`src/rtl/ltc2195_lane_tx_pkg.sv`:
```
`default_nettype none
// ============================================================================
// Module      : ltc2195_lane_tx_pkg
// Description : Shared link constants for the LTC2195 2-lane LVDS transmit
//               and receive paths: word/lane geometry, test-pattern words
//               and FSM encodings.
// Ports       : none (package)
// Revision    : 1.0 - initial release
// ============================================================================
package ltc2195_lane_tx_pkg;

  localparam int LTC_WORD_W    = 16;
  localparam int LTC_LANE_BITS = 8;   // serial bits per lane per frame
  localparam int LTC_LANES     = 2;   // lanes per channel
  localparam int LTC_SLOT_W    = $clog2(LTC_LANE_BITS);

  localparam logic [LTC_WORD_W-1:0] LTC_PAT_A = 16'hAAAA;
  localparam logic [LTC_WORD_W-1:0] LTC_PAT_B = 16'h5555;

  localparam logic [LTC_SLOT_W-1:0] LTC_SLOT_LAST = LTC_SLOT_W'(LTC_LANE_BITS - 1);
  // Last slot that still has FR high (first half of the frame).
  localparam logic [LTC_SLOT_W-1:0] LTC_FR_LAST   = LTC_SLOT_W'(LTC_LANE_BITS / 2 - 1);

  typedef enum logic {
    ST_IDLE = 1'b0,
    ST_RUN  = 1'b1
  } ltc_state_e;

endpackage : ltc2195_lane_tx_pkg
`default_nettype wire

```
`src/rtl/ltc2195_lane_ser.sv`:
```
`default_nettype none
// ============================================================================
// Module      : ltc2195_lane_ser
// Description : One channel of the LTC2195 transmitter. Holds the shadow
//               word (last accepted sample) and shifts a frame word out
//               MSB-first over two lanes: lane[1] carries odd bits, lane[0]
//               even bits.
// Ports       : clk_in      - system clock
//               rst_in      - asynchronous active-low reset
//               i_capture   - store i_data into the shadow register
//               i_data      - new channel word
//               i_load      - start a frame: put slot 0 on the lanes
//               i_use_alt   - load i_alt_word instead of the data/shadow word
//               i_alt_word  - test-pattern word
//               i_shift     - advance to the next slot
//               i_clear     - drive lanes to 0 (idle)
//               o_lanes     - registered lane outputs
// Revision    : 1.0 - initial release
// ============================================================================
module ltc2195_lane_ser
  import ltc2195_lane_tx_pkg::*;
#(
  parameter logic [LTC_WORD_W-1:0] INIT_WORD = '0
) (
  input  logic                  clk_in,
  input  logic                  rst_in,
  input  logic                  i_capture,
  input  logic [LTC_WORD_W-1:0] i_data,
  input  logic                  i_load,
  input  logic                  i_use_alt,
  input  logic [LTC_WORD_W-1:0] i_alt_word,
  input  logic                  i_shift,
  input  logic                  i_clear,
  output logic [LTC_LANES-1:0]  o_lanes
);

  logic [LTC_WORD_W-1:0] r_shadow;
  logic [LTC_WORD_W-1:0] r_sr;
  logic [LTC_LANES-1:0]  r_lanes;
  logic [LTC_WORD_W-1:0] w_data_word;
  logic [LTC_WORD_W-1:0] w_load_word;

  // A word captured in the same cycle as the load goes straight out; with no
  // capture the previous shadow word is retransmitted.
  always_comb begin
    w_data_word = i_capture ? i_data : r_shadow;
    w_load_word = i_use_alt ? i_alt_word : w_data_word;
  end

  always_ff @(posedge clk_in or negedge rst_in) begin
    if (!rst_in) begin
      r_shadow <= INIT_WORD;
      r_sr     <= '0;
      r_lanes  <= '0;
    end else begin
      if (i_capture) begin
        r_shadow <= i_data;
      end
      if (i_load) begin
        r_lanes <= w_load_word[LTC_WORD_W-1 -: LTC_LANES];
        r_sr    <= {w_load_word[LTC_WORD_W-LTC_LANES-1:0], {LTC_LANES{1'b0}}};
      end else if (i_shift) begin
        r_lanes <= r_sr[LTC_WORD_W-1 -: LTC_LANES];
        r_sr    <= {r_sr[LTC_WORD_W-LTC_LANES-1:0], {LTC_LANES{1'b0}}};
      end else if (i_clear) begin
        r_lanes <= '0;
        r_sr    <= '0;
      end
    end
  end

  assign o_lanes = r_lanes;

endmodule : ltc2195_lane_ser
`default_nettype wire

```
`src/rtl/ltc2195_lane_tx.sv`:
```
`default_nettype none
// ============================================================================
// Module      : ltc2195_lane_tx
// Description : Transmit end of the LTC2195 2-lane serial LVDS link, used as
//               an ADC emulator / loopback source. Serialises one 16-bit word
//               per channel per frame with FR and DCO outputs. All outputs
//               are registered and single-ended.
// Ports       : clk_in       - system clock (only clock)
//               rst_in       - asynchronous active-low reset
//               enable_in    - stream frames; 0 stops at a frame boundary
//               pattern_in   - send AAAA/5555 alternating test pattern
//               ADC0_in      - channel-0 word
//               ADC1_in      - channel-1 word
//               valid_in     - word pair available
//               ready_out    - pair accepted this cycle when valid_in=1
//               DCO_out      - bit clock, rising mid-bit
//               FR_out       - frame marker, high for slots 0-3
//               D0_out       - channel-0 lanes [1]=odd bits [0]=even bits
//               D1_out       - channel-1 lanes
//               underrun_out - pulse when a frame starts without new data
// Revision    : 1.0 - initial release
// ============================================================================
module ltc2195_lane_tx
  import ltc2195_lane_tx_pkg::*;
#(
  parameter int                    BIT_CYCLES = 2,
  parameter logic [LTC_WORD_W-1:0] INIT_WORD  = '0
) (
  input  logic                  clk_in,
  input  logic                  rst_in,
  input  logic                  enable_in,
  input  logic                  pattern_in,
  input  logic [LTC_WORD_W-1:0] ADC0_in,
  input  logic [LTC_WORD_W-1:0] ADC1_in,
  input  logic                  valid_in,
  output logic                  ready_out,
  output logic                  DCO_out,
  output logic                  FR_out,
  output logic [LTC_LANES-1:0]  D0_out,
  output logic [LTC_LANES-1:0]  D1_out,
  output logic                  underrun_out
);

  localparam int              BC_W    = (BIT_CYCLES > 2) ? $clog2(BIT_CYCLES) : 1;
  localparam logic [BC_W-1:0] BC_LAST = BC_W'(BIT_CYCLES - 1);
  localparam logic [BC_W-1:0] BC_PRE  = BC_W'(BIT_CYCLES - 2);
  localparam logic [BC_W-1:0] BC_HALF = BC_W'(BIT_CYCLES / 2);

  ltc_state_e            r_state;
  ltc_state_e            w_state_next;
  logic [BC_W-1:0]       r_bc;
  logic [BC_W-1:0]       w_bc_next;
  logic                  w_bc_wrap;
  logic [LTC_SLOT_W-1:0] r_sc;
  logic                  r_ready;
  logic                  r_fr;
  logic                  r_dco;
  logic                  r_underrun;
  logic                  r_pat_phase;
  logic                  w_ready_next;
  logic                  w_start;
  logic                  w_shift;
  logic                  w_clear;
  logic                  w_capture;
  logic [LTC_WORD_W-1:0] w_pat_word;

  assign w_bc_wrap = (r_bc == BC_LAST);
  assign w_bc_next = w_bc_wrap ? '0 : r_bc + 1'b1;

  // FSM state register.
  always_ff @(posedge clk_in or negedge rst_in) begin
    if (!rst_in) begin
      r_state <= ST_IDLE;
    end else begin
      r_state <= w_state_next;
    end
  end

  // Next state and frame strobes. A frame starts exactly when ready was
  // offered in the last cycle of the bit, so ready_out always predicts the
  // start and a late enable_in drop cannot strand an accepted word.
  always_comb begin
    w_state_next = r_state;
    w_start      = 1'b0;
    w_shift      = 1'b0;
    w_clear      = 1'b0;
    if (w_bc_wrap) begin
      if (r_ready) begin
        w_start      = 1'b1;
        w_state_next = ST_RUN;
      end else if ((r_state == ST_RUN) && (r_sc != LTC_SLOT_LAST)) begin
        w_shift      = 1'b1;
      end else begin
        w_clear      = 1'b1;
        w_state_next = ST_IDLE;
      end
    end
    // Decided one cycle ahead: the bc value before the last cycle of a bit
    // never coincides with a wrap, so state/slot are stable across it.
    w_ready_next = enable_in && (r_bc == BC_PRE) &&
                   ((r_state == ST_IDLE) || (r_sc == LTC_SLOT_LAST));
    w_capture    = w_start && valid_in && !pattern_in;
    w_pat_word   = r_pat_phase ? LTC_PAT_B : LTC_PAT_A;
  end

  always_ff @(posedge clk_in or negedge rst_in) begin
    if (!rst_in) begin
      r_bc        <= '0;
      r_sc        <= '0;
      r_ready     <= 1'b0;
      r_fr        <= 1'b0;
      r_dco       <= 1'b0;
      r_underrun  <= 1'b0;
      r_pat_phase <= 1'b0;
    end else begin
      r_bc       <= w_bc_next;
      // Registered from the next bc so DCO_out lines up with the current bc.
      r_dco      <= (w_bc_next >= BC_HALF);
      r_ready    <= w_ready_next;
      r_underrun <= w_start && !valid_in;
      if (w_start) begin
        r_sc        <= '0;
        r_fr        <= 1'b1;
        // Phase restarts on data frames so every pattern run opens with AAAA.
        r_pat_phase <= pattern_in ? ~r_pat_phase : 1'b0;
      end else if (w_shift) begin
        r_sc <= r_sc + 1'b1;
        r_fr <= (r_sc < LTC_FR_LAST);
      end else if (w_clear) begin
        r_sc <= '0;
        r_fr <= 1'b0;
      end
    end
  end

  ltc2195_lane_ser #(
    .INIT_WORD (INIT_WORD)
  ) u_ser0 (
    .clk_in     (clk_in),
    .rst_in     (rst_in),
    .i_capture  (w_capture),
    .i_data     (ADC0_in),
    .i_load     (w_start),
    .i_use_alt  (pattern_in),
    .i_alt_word (w_pat_word),
    .i_shift    (w_shift),
    .i_clear    (w_clear),
    .o_lanes    (D0_out)
  );

  ltc2195_lane_ser #(
    .INIT_WORD (INIT_WORD)
  ) u_ser1 (
    .clk_in     (clk_in),
    .rst_in     (rst_in),
    .i_capture  (w_capture),
    .i_data     (ADC1_in),
    .i_load     (w_start),
    .i_use_alt  (pattern_in),
    .i_alt_word (w_pat_word),
    .i_shift    (w_shift),
    .i_clear    (w_clear),
    .o_lanes    (D1_out)
  );

  assign ready_out    = r_ready;
  assign DCO_out      = r_dco;
  assign FR_out       = r_fr;
  assign underrun_out = r_underrun;

endmodule : ltc2195_lane_tx
`default_nettype wire

```
`config.mk`:
```
export PLATFORM = sky130hd
export DESIGN_NAME = ltc2195_lane_tx
export DESIGN_NICKNAME = d
export VERILOG_FILES = /design/src/rtl/ltc2195_lane_tx_pkg.sv /design/src/rtl/ltc2195_lane_ser.sv /design/src/rtl/ltc2195_lane_tx.sv
export SDC_FILE = /design/constraint.sdc
export NUM_CORES = 1
export LEC_CHECK = 0
export ABC_AREA = 1
export ABC_CLOCK_PERIOD_IN_PS = 1900
export BUFFER_PORTS_ARGS = -buffer_cell sky130_fd_sc_hd__buf_2
export CORE_MARGIN = 5
export CORE_UTILIZATION = 57
export DETAILED_ROUTE_END_ITERATION = 7
export GPL_TIMING_DRIVEN = 0
export PLACE_DENSITY = 0.77
export SYNTH_ARGS = -nofsm -noshare
export SYNTH_HDL_FRONTEND = slang
export SYNTH_SLANG_ARGS = --single-unit
```
`constraint.sdc`:
```
create_clock -name clk_in -period 1.9 [get_ports clk_in]
set_input_delay 0.285 -clock clk_in [delete_from_list [all_inputs] [get_ports clk_in]]
set_output_delay 0.285 -clock clk_in [all_outputs]
set_load 0.01 [all_outputs]
```
Yosys cells after proc, flatten, opt, wreduce, memory -nomap -nowiden
Index checks and enable logic that the tools add are counted.
- register bits after elaboration: 78
- latch bits: 0
- bits in writable memories: 0
- ROM bits: 0
- input bits: 37
- output and inout port bits: 8
- memories: 0
- add/subtract/negate cells: 2
- $mul: 0
- divide/modulo/power cells: 0
- magnitude comparators: 2
- equal/unequal tests: 3
- shifts and indexed selects: 0
- multiplexer cells: 33
- bitwise operators: 3
- reduce and logical (&&, ||, !) cells: 11
- operators with widths (cell ; number):
    2-to-1 mux 16 bit ; 10
    2-to-1 mux 1 bit ; 15
    2-to-1 mux 2 bit ; 5
    2-to-1 mux 3 bit ; 3
    logical AND 1 bit ; 6
    adder 3 x 1 -> 3 bit, second input constant ; 1
    == test 3 bit, second input constant ; 1
    < comparator 3 x 2 -> 1 bit, second input constant ; 1
    != test 3 bit, second input constant ; 1
    NOT 1 bit ; 3
    nonzero test 3 bit ; 1
    logical NOT 1 bit ; 2
    != test 2 bit, second input constant ; 1
    AND reduction 2 bit ; 1
    adder 1 bit, second input constant ; 1
    >= comparator 1 bit, second input constant ; 1
    logical OR 1 bit ; 1

Longest topological paths before layout
Gate-level depths: netlist of run 1.
- word-level depth: 8
- gate-level depth with buffers: 8
- depth with buffers taken out: 7

Hierarchy
Synthesis of run 1 repeated with hierarchy kept, for this count alone.
- cell total of the unflattened synthesis: 455
- area total of the unflattened synthesis: 3510.9 um2
- by module, submodules not included (module ; instances ; cells an instance ; area an instance (um2)):
    ltc2195_lane_ser ; 2 ; 205 ; 1560.2
    ltc2195_lane_tx ; 1 ; 45 ; 390.4

Worst setup path after synthesis of run 1
No wires, ideal clock.
- kind: register to register
- start: register r_sc[0]
- end: register u_ser0.r_lanes[1], in the netlist u_ser0.o_lanes[1]
- arrival time: 1.368 ns
- data required time: 1.831 ns
- setup slack: 0.463 ns
- stages on the path, launching flop included: 9
- period minus slack after synthesis: 1.437 ns
- cell sequence: dfrtp_1 -> ha_1 -> ha_1 -> inv_1 -> nand2_1 -> nor3_4 -> buf_2 -> nand2_1 -> nand3_1
- cells in the longest elaborated chain, start to end: 7
- elaborated cells between the ends (all ways): 11
- classes of those cells: eq/ne (1); mux (8); reduce/logical (2)
- ends and longest elaborated chain (item ; line ; text):
    start: declaration ; ltc2195_lane_tx.sv:54 ; logic [LTC_SLOT_W-1:0] r_sc;
    start signal: assignment ; ltc2195_lane_tx.sv:127 ; r_sc <= r_sc + 1'b1;
    != test 3 bit * ; ltc2195_lane_tx.sv:91 ; end else if ((r_state == ST_RUN) && (r_sc != LTC_SLOT_LAST)) begin
    logical AND 1 bit * ; ltc2195_lane_tx.sv:91 ;
    2-to-1 mux 1 bit ; ltc2195_lane_tx.sv:91 ;
    2-to-1 mux 1 bit ; ltc2195_lane_tx.sv:88 ; if (r_ready) begin
    2-to-1 mux 1 bit ; ltc2195_lane_tx.sv:87 ; if (w_bc_wrap) begin
    2-to-1 mux 2 bit ; ltc2195_lane_ser.sv:62 ; end else if (i_shift) begin
    2-to-1 mux 2 bit ; ltc2195_lane_ser.sv:59 ; if (i_load) begin
    end signal: assignment ; ltc2195_lane_ser.sv:60 ; r_lanes <= w_load_word[LTC_WORD_W-1 -: LTC_LANES];
    end signal: assignment ; ltc2195_lane_ser.sv:63 ; r_lanes <= r_sr[LTC_WORD_W-1 -: LTC_LANES];
    end: declaration ; ltc2195_lane_ser.sv:39 ; logic [LTC_LANES-1:0] r_lanes;
Mark *: on every way between the ends. The rest lies on a longest branch, timed or not.
A chain may end at the register's enable or synchronous reset.

Final worst setup path of run 1
- start: register r_sc[0]
- end: register u_ser0.r_lanes[0], in the netlist u_ser0.o_lanes[0]
The elaborated chain is that of the path after synthesis.

==> flow_metrics.py, run 1 <==
metrics = {
    "yosys": {
        "ys_ff_latch": 73,
        "yosysTopAreaCell": "dfrtp_1",
        "synth.distinct_cells": 22,
        "synth_top_area_share": 0.555,
        "netlist_top_cells_area": "dfrtp_1 55%, nand2_1 16%, nand3_1 14%",
        "syn_area_per_cell_sq_um": 8.69,
        "syn_area_sq_mm": 0.00329,
        "yosysWarnings": 0,
        "syn_inst": 379,
        "yosysSeqAreaShare": 0.555,
        "synthesis.nets": 418,
    },
    "power_and_ir_drop": {
        "vdd_drop_max_mv": 0.632,
        "p_leak_nw": 2.07,
        "cellPowerDensity_mw_per_mm2": 1320,
    },
    "timing": {
        "drv_slew": 0,
        "relSlewSlack": 0.685,
        "max_freq_mhz": 592,
        "tightest_slew_ns": 0.473,
        "fin_crit_ns": 1.69,
        "hold_violations": 0,
        "finalCritPeriodShare": 0.889,
        "final.setup_skew_ns": 0.00782,
        "rsz0062_at_grt": "no",
        "setup_violations": 0,
        "final.setup.tns_ns": 0,
    },
    "cts": {
        "cts_root_buf": "clkbuf_8",
        "cts_max_path_buffers": 2,
        "cts_buffers": 9,
        "cts.htree.levels": 3,
        "clkLatencyLatePin_ns": 0.36,
        "clk_pin_slew_ns": 0.07,
        "clock-sinks": 73,
        "cts_resized": 0,
        "cts_tree": "done",
    },
    "global_routing": {
        "grt_pass1_vias": 2645,
        "antenna_found_initial": 0,
        "grt-ovfl-total": 0,
        "grt_max_degree": 67,
        "grt_pass1_wl_um": 12500,
        "grt_use_total": 0.220,
    },
    "critical_path": {
        "required_ns": 2.19,
        "cp.arrival_ns": 1.98,
        "critical_path_peak_fanout": 10,
        "end_kind": "flip-flop",
        "cp-start-kind": "flip-flop",
        "crit_type": "flip-flop to flip-flop",
    },
    "finish": {
        "final_area_sq_mm": 0.00380,
        "final_nets": 475,
        "area_growth_syn_to_layout_pct": 15.5,
        "antenna_cells": 0,
        "final_layout_size_suffix_gt1_frac": 0.249,
    },
    "route": {
        "drtPass1Iterations": 5,
        "viasPerCell": 5.29,
        "drc": 0,
        "wirelength_um": 7220,
        "ant_nets": 0,
        "drtIter0Drc": 185,
        "routedWlPerCell_um": 14.1,
        "num_vias": 2714,
    },
    "floorplan": {
        "io_pins": 45,
        "initial_core_util": 0.591,
        "fp.dieW_um": 86.0,
        "die_h_um": 86.0,
        "core-area_sq_mm": 0.00557,
        "dieArea_sq_mm": 0.00740,
        "row_count": 27,
    },
    "placed_design": {
        "dpl.hpwl_um": 4980,
        "globalplace.congestion": 0.807,
        "dpl_cell_area_sq_mm": 0.00363,
        "portBuffers": 44,
    },
    "status": {
        "outcome": "finished clean",
    },
    "job": {
        "maxCapViolations": 0,
    },
    "min_path": {
        "hp-class": "input pin to flip-flop",
    },
}
## sequential cells by signal, indices dropped and copies added, names as in the netlist
signal           count
FR_out               1
r_bc                 1
r_pat_phase          1
r_sc                 3
r_state              1
ready_out            1
u_ser0.o_lanes       2
u_ser0.r_shadow     16
u_ser0.r_sr         14
u_ser1.o_lanes       2
u_ser1.r_shadow     16
u_ser1.r_sr         14
underrun_out         1
## critical path: stages, from the launching register on
cell	delay [ns]
dfrtp_1	0.41
ha_1	0.21
ha_1	0.17
inv_1	0.06
nand2_1	0.11
nor3_4	0.21
buf_2	0.27
nand2_1	0.08
nand3_1	0.09
## cell usage in the layout (no fill, tap or decap)
cell type,n
nor3_4,1
inv_2,1
nand2_2,25
a22o_1,1
nor2_1,2
clkinv_2,6
clkbuf_8,9
nand3_1,94
dfrtp_1,73
nor2_4,1
clkbuf_1,4
ha_1,2
clkinv_4,1
buf_16,1
o21ai_0,2
a21oi_4,1
a21oi_2,1
dlygate4sd3_1,1
nand2_1,142
buf_6,4
clkinvlp_4,1
buf_1,1
inv_1,7
buf_2,52
buf_4,4
a21oi_1,2
nand2_4,2
## stage by stage
step	power [mW]	cells	hold slack [ns]	utilization	setup WS, ns
6_report	5.01	513	0.130	0.683	0.212
5_1_grt	5.42	513	0.106	0.683	0.0320
4_1_cts	5.05	513	0.116	0.683	0.194
3_5_place_dp	4.02	496	0.127	0.652	0.231
3_3_place_gp	3.92	495	0.449	0.646	0.102
2_1_floorplan	3.55	379	-0.0106	-	0.463
## logic make-up after synthesis
family | share of synthesized area
AND/OR/NAND/NOR | 0.370
adder cells (fa/ha/maj) | 0.00760
flip-flops | 0.555
buffers and inverters | 0.0517
AO/OA/AOI/OAI | 0.0163
## where the power goes
part | switching, mW | internal (mW) | total [mW] | leakage [nW]
clock | 0.579 | 0.459 | 1.04 | 0.0883
combinational | 0.904 | 0.612 | 1.52 | 1.02
sequential | 0.306 | 2.15 | 2.46 | 0.960
total | 1.79 | 3.22 | 5.01 | 2.07
## timing repair
item                      4_1_cts  5_1_grt
setup buffers                   0        0
hold endpoints to repair        7        0
hold buffers                    1        0
## layer usage
layer  vias up  global-route usage  part of all wire
met1      1290               0.303              0.45
li1       1336                   -                 -
met3         9              0.0596             0.061
met5         -                   0                 0
met4         0              0.0676             0.016
met2        79               0.341              0.47
## final timing paths
kind,startpoint,to,slack [ns],cells past startpoint
max,r_sc[0],u_ser0.o_lanes[0],0.21,8
min,valid_in,underrun_out,0.13,2
max reg2reg,r_sc[0],u_ser0.o_lanes[0],0.21,8
max in group asynchronous,rst_in,r_sc[2],1.07,3
min reg2reg,u_ser1.r_shadow[1],u_ser1.r_shadow[1],0.47,2
min in group asynchronous,rst_in,u_ser0.r_shadow[6],0.30,2
## synthesized netlist by cell type
cell,n
nand2_1,142
nand3_1,94
dfrtp_1,73
nand2_2,25
buf_2,9
inv_1,7
buf_6,4
clkbuf_1,4
buf_4,3
a21oi_1,2
ha_1,2
nand2_4,2
nor2_1,2
o21ai_0,2
a21oi_2,1
a21oi_4,1
a22o_1,1
buf_1,1
clkinv_4,1
inv_2,1
nor2_4,1
nor3_4,1
## final cells by class
type | instances | area [sq um]
Multi-Input combinational cell | 276 | 1300
Clock inverter | 7 | 37.5
Tap cell | 72 | 90.1
Buffer | 21 | 131
Clock buffer | 9 | 124
Sequential cell | 73 | 1830
Fill cell | 481 | 1770
Timing Repair Buffer | 46 | 260
Inverter | 9 | 38.8
No activity file was read; power rests on OpenSTA's default activity.
==> run 2: changes to the inputs <==
--- a/config.mk
+++ b/config.mk
@@ -13,6 +13,7 @@
 export DETAILED_ROUTE_END_ITERATION = 7
 export GPL_TIMING_DRIVEN = 0
 export PLACE_DENSITY = 0.77
+export RECOVER_POWER = 100
 export SYNTH_ARGS = -nofsm -noshare
 export SYNTH_HDL_FRONTEND = slang
 export SYNTH_SLANG_ARGS = --single-unit
==> flow_metrics.py, run 2 (synthesis results as in run 1) <==
metrics = {
    "status": {
        "outcome": "finished clean",
    },
    "finish": {
        "antenna_cells": 0,
        "final_cell_mix": "166 x nand2_1, 94 x nand3_1, 73 x dfrtp_1",
        "n_fill_cell": 502,
        "fin_cells": 513,
        "reg.largest.list": "u_ser0.r_shadow: 16 flops, u_ser1.r_shadow: 16 flops",
        "final_layout_size_suffix_gt1_frac": 0.172,
        "area_growth_syn_to_layout_pct": 12.8,
        "multi_input_area_sq_mm": 0.00123,
        "final_nets": 475,
        "final-seq-area_sq_mm": 0.00183,
        "layout_commonest_cell": "nand2_1",
    },
    "placed_design": {
        "dpl.hpwl_um": 4980,
        "dp.cells": 496,
        "dp_worst_setup_slack_ns": 0.231,
        "globalplace.congestion": 0.807,
        "portBuffers": 44,
    },
    "power_and_ir_drop": {
        "vdd_drop_max_mv": 0.635,
        "p_leak_nw": 2.02,
        "p_comb_frac": 0.293,
        "seq_power_share": 0.495,
        "power_frac_clock": 0.212,
        "switching_power_mw": 1.74,
        "power_switching_share": 0.356,
        "p_int_mw": 3.15,
        "cellPowerDensity_mw_per_mm2": 1320,
        "total_power_mw": 4.89,
    },
    "global_routing": {
        "grt-ovfl-total": 0,
        "antenna_found_initial": 0,
        "grt_pass1_wl_um": 12500,
        "grt_max_degree": 67,
        "grt_pass1_vias": 2645,
        "grt_use_total": 0.220,
    },
    "timing": {
        "rsz0062_at_grt": "no",
        "drv_slew": 0,
        "final.setup.tns_ns": 0,
        "fin_crit_ns": 1.69,
        "relSlewSlack": 0.608,
        "final.setup_skew_ns": 0.00741,
        "fin_ws_ns": 0.211,
        "finalCritPeriodShare": 0.889,
        "hold_slack_ns": 0.130,
        "max_freq_mhz": 592,
        "setup_violations": 0,
        "tightest_slew_ns": 0.588,
        "hold_violations": 0,
    },
    "route": {
        "drtIter0Drc": 187,
        "ant_nets": 0,
        "routedWlPerCell_um": 14.0,
        "drtPass1Iterations": 4,
        "wirelength_um": 7200,
        "drc": 0,
        "num_vias": 2672,
        "viasPerCell": 5.21,
    },
    "cts": {
        "clk_pin_slew_ns": 0.07,
        "cts_root_buf": "clkbuf_8",
        "cts_tree": "done",
        "cts_setup_buffers": 0,
        "cts.htree.levels": 3,
        "clock-sinks": 73,
        "cts_resized": 0,
        "cts_hold_buf": 1,
        "cts_max_path_buffers": 2,
        "cts_buffers": 9,
        "clkLatencyLatePin_ns": 0.35,
    },
    "critical_path": {
        "crit_type": "flip-flop to flip-flop",
        "critical_path_peak_fanout": 10,
        "end_kind": "flip-flop",
        "required_ns": 2.19,
        "cp-start-kind": "flip-flop",
        "cp.arrival_ns": 1.98,
    },
    "min_path": {
        "hp-class": "input pin to flip-flop",
    },
    "floorplan": {
        "row_count": 27,
        "initial_core_util": 0.591,
        "core-area_sq_mm": 0.00557,
        "die_h_um": 86.0,
        "fp.dieW_um": 86.0,
        "dieArea_sq_mm": 0.00740,
        "io_pins": 45,
    },
    "job": {
        "maxCapViolations": 0,
    },
}
-- run 2: cell count changes in the layout (fill, tap and decap cells not counted), sizes merged --
cell	delta
buf	-10
clkbuf	+10
-- run 2: power groups by stage --
stage          sequential, mW  clock (mW)  combinational, mW
3_3_place_gp             2.46           0               1.46
2_1_floorplan            2.44           0               1.11
4_1_cts                  2.46        1.05               1.54
3_5_place_dp             2.48           0               1.54
5_1_grt                  2.48        1.14               1.67
6_report                 2.42        1.04               1.44
-- run 2: metal layers --
| layer | vias to the layer above | share of wire | track usage |
|---|---|---|---|
| li1 | 1338 | - | - |
| met1 | 1264 | 0.46 | 0.303 |
| met2 | 57 | 0.47 | 0.341 |
| met3 | 13 | 0.049 | 0.0596 |
| met4 | 0 | 0.021 | 0.0676 |
| met5 | - | 0 | 0 |
-- run 2: cell type report --
type / instances / area share
sequential: 73 / 0.492
multi-input combinational: 276 / 0.330
timing repair buffer: 46 / 0.0664
buffer: 21 / 0.0337
clock buffer: 9 / 0.0333
tap: 72 / 0.0243
inverter: 9 / 0.0104
clock inverter: 7 / 0.0101
-- run 2: final timing paths --
kind	start	depth (start not counted)	to	slack (ns)
hold reg to reg	u_ser1.r_shadow[1]	2	u_ser1.r_shadow[1]	0.47
min in group asynchronous	rst_in	2	u_ser0.r_shadow[3]	0.44
hold / removal	valid_in	2	underrun_out	0.13
setup reg to reg	r_sc[0]	8	u_ser0.r_sr[6]	0.21
setup / recovery	r_sc[0]	8	u_ser0.r_sr[6]	0.21
max in group asynchronous	rst_in	3	u_ser1.r_sr[3]	0.75
-- run 2: critical path, stage by stage, from the launching register on --
cell and delay [ns]:
dfrtp_1 0.41, ha_1 0.22, ha_1 0.17, inv_1 0.05
nand2_1 0.11, nor3_4 0.21, buf_2 0.27, nand2_1 0.08
nand3_1 0.09
-- run 2: through the flow --
step / util / cell area (sq um)
global placement: 0.646 / 3600
CTS: 0.683 / 3800
finish: 0.666 / 3710
global route: 0.666 / 3710
floorplan: - / 3290
detailed placement: 0.652 / 3630
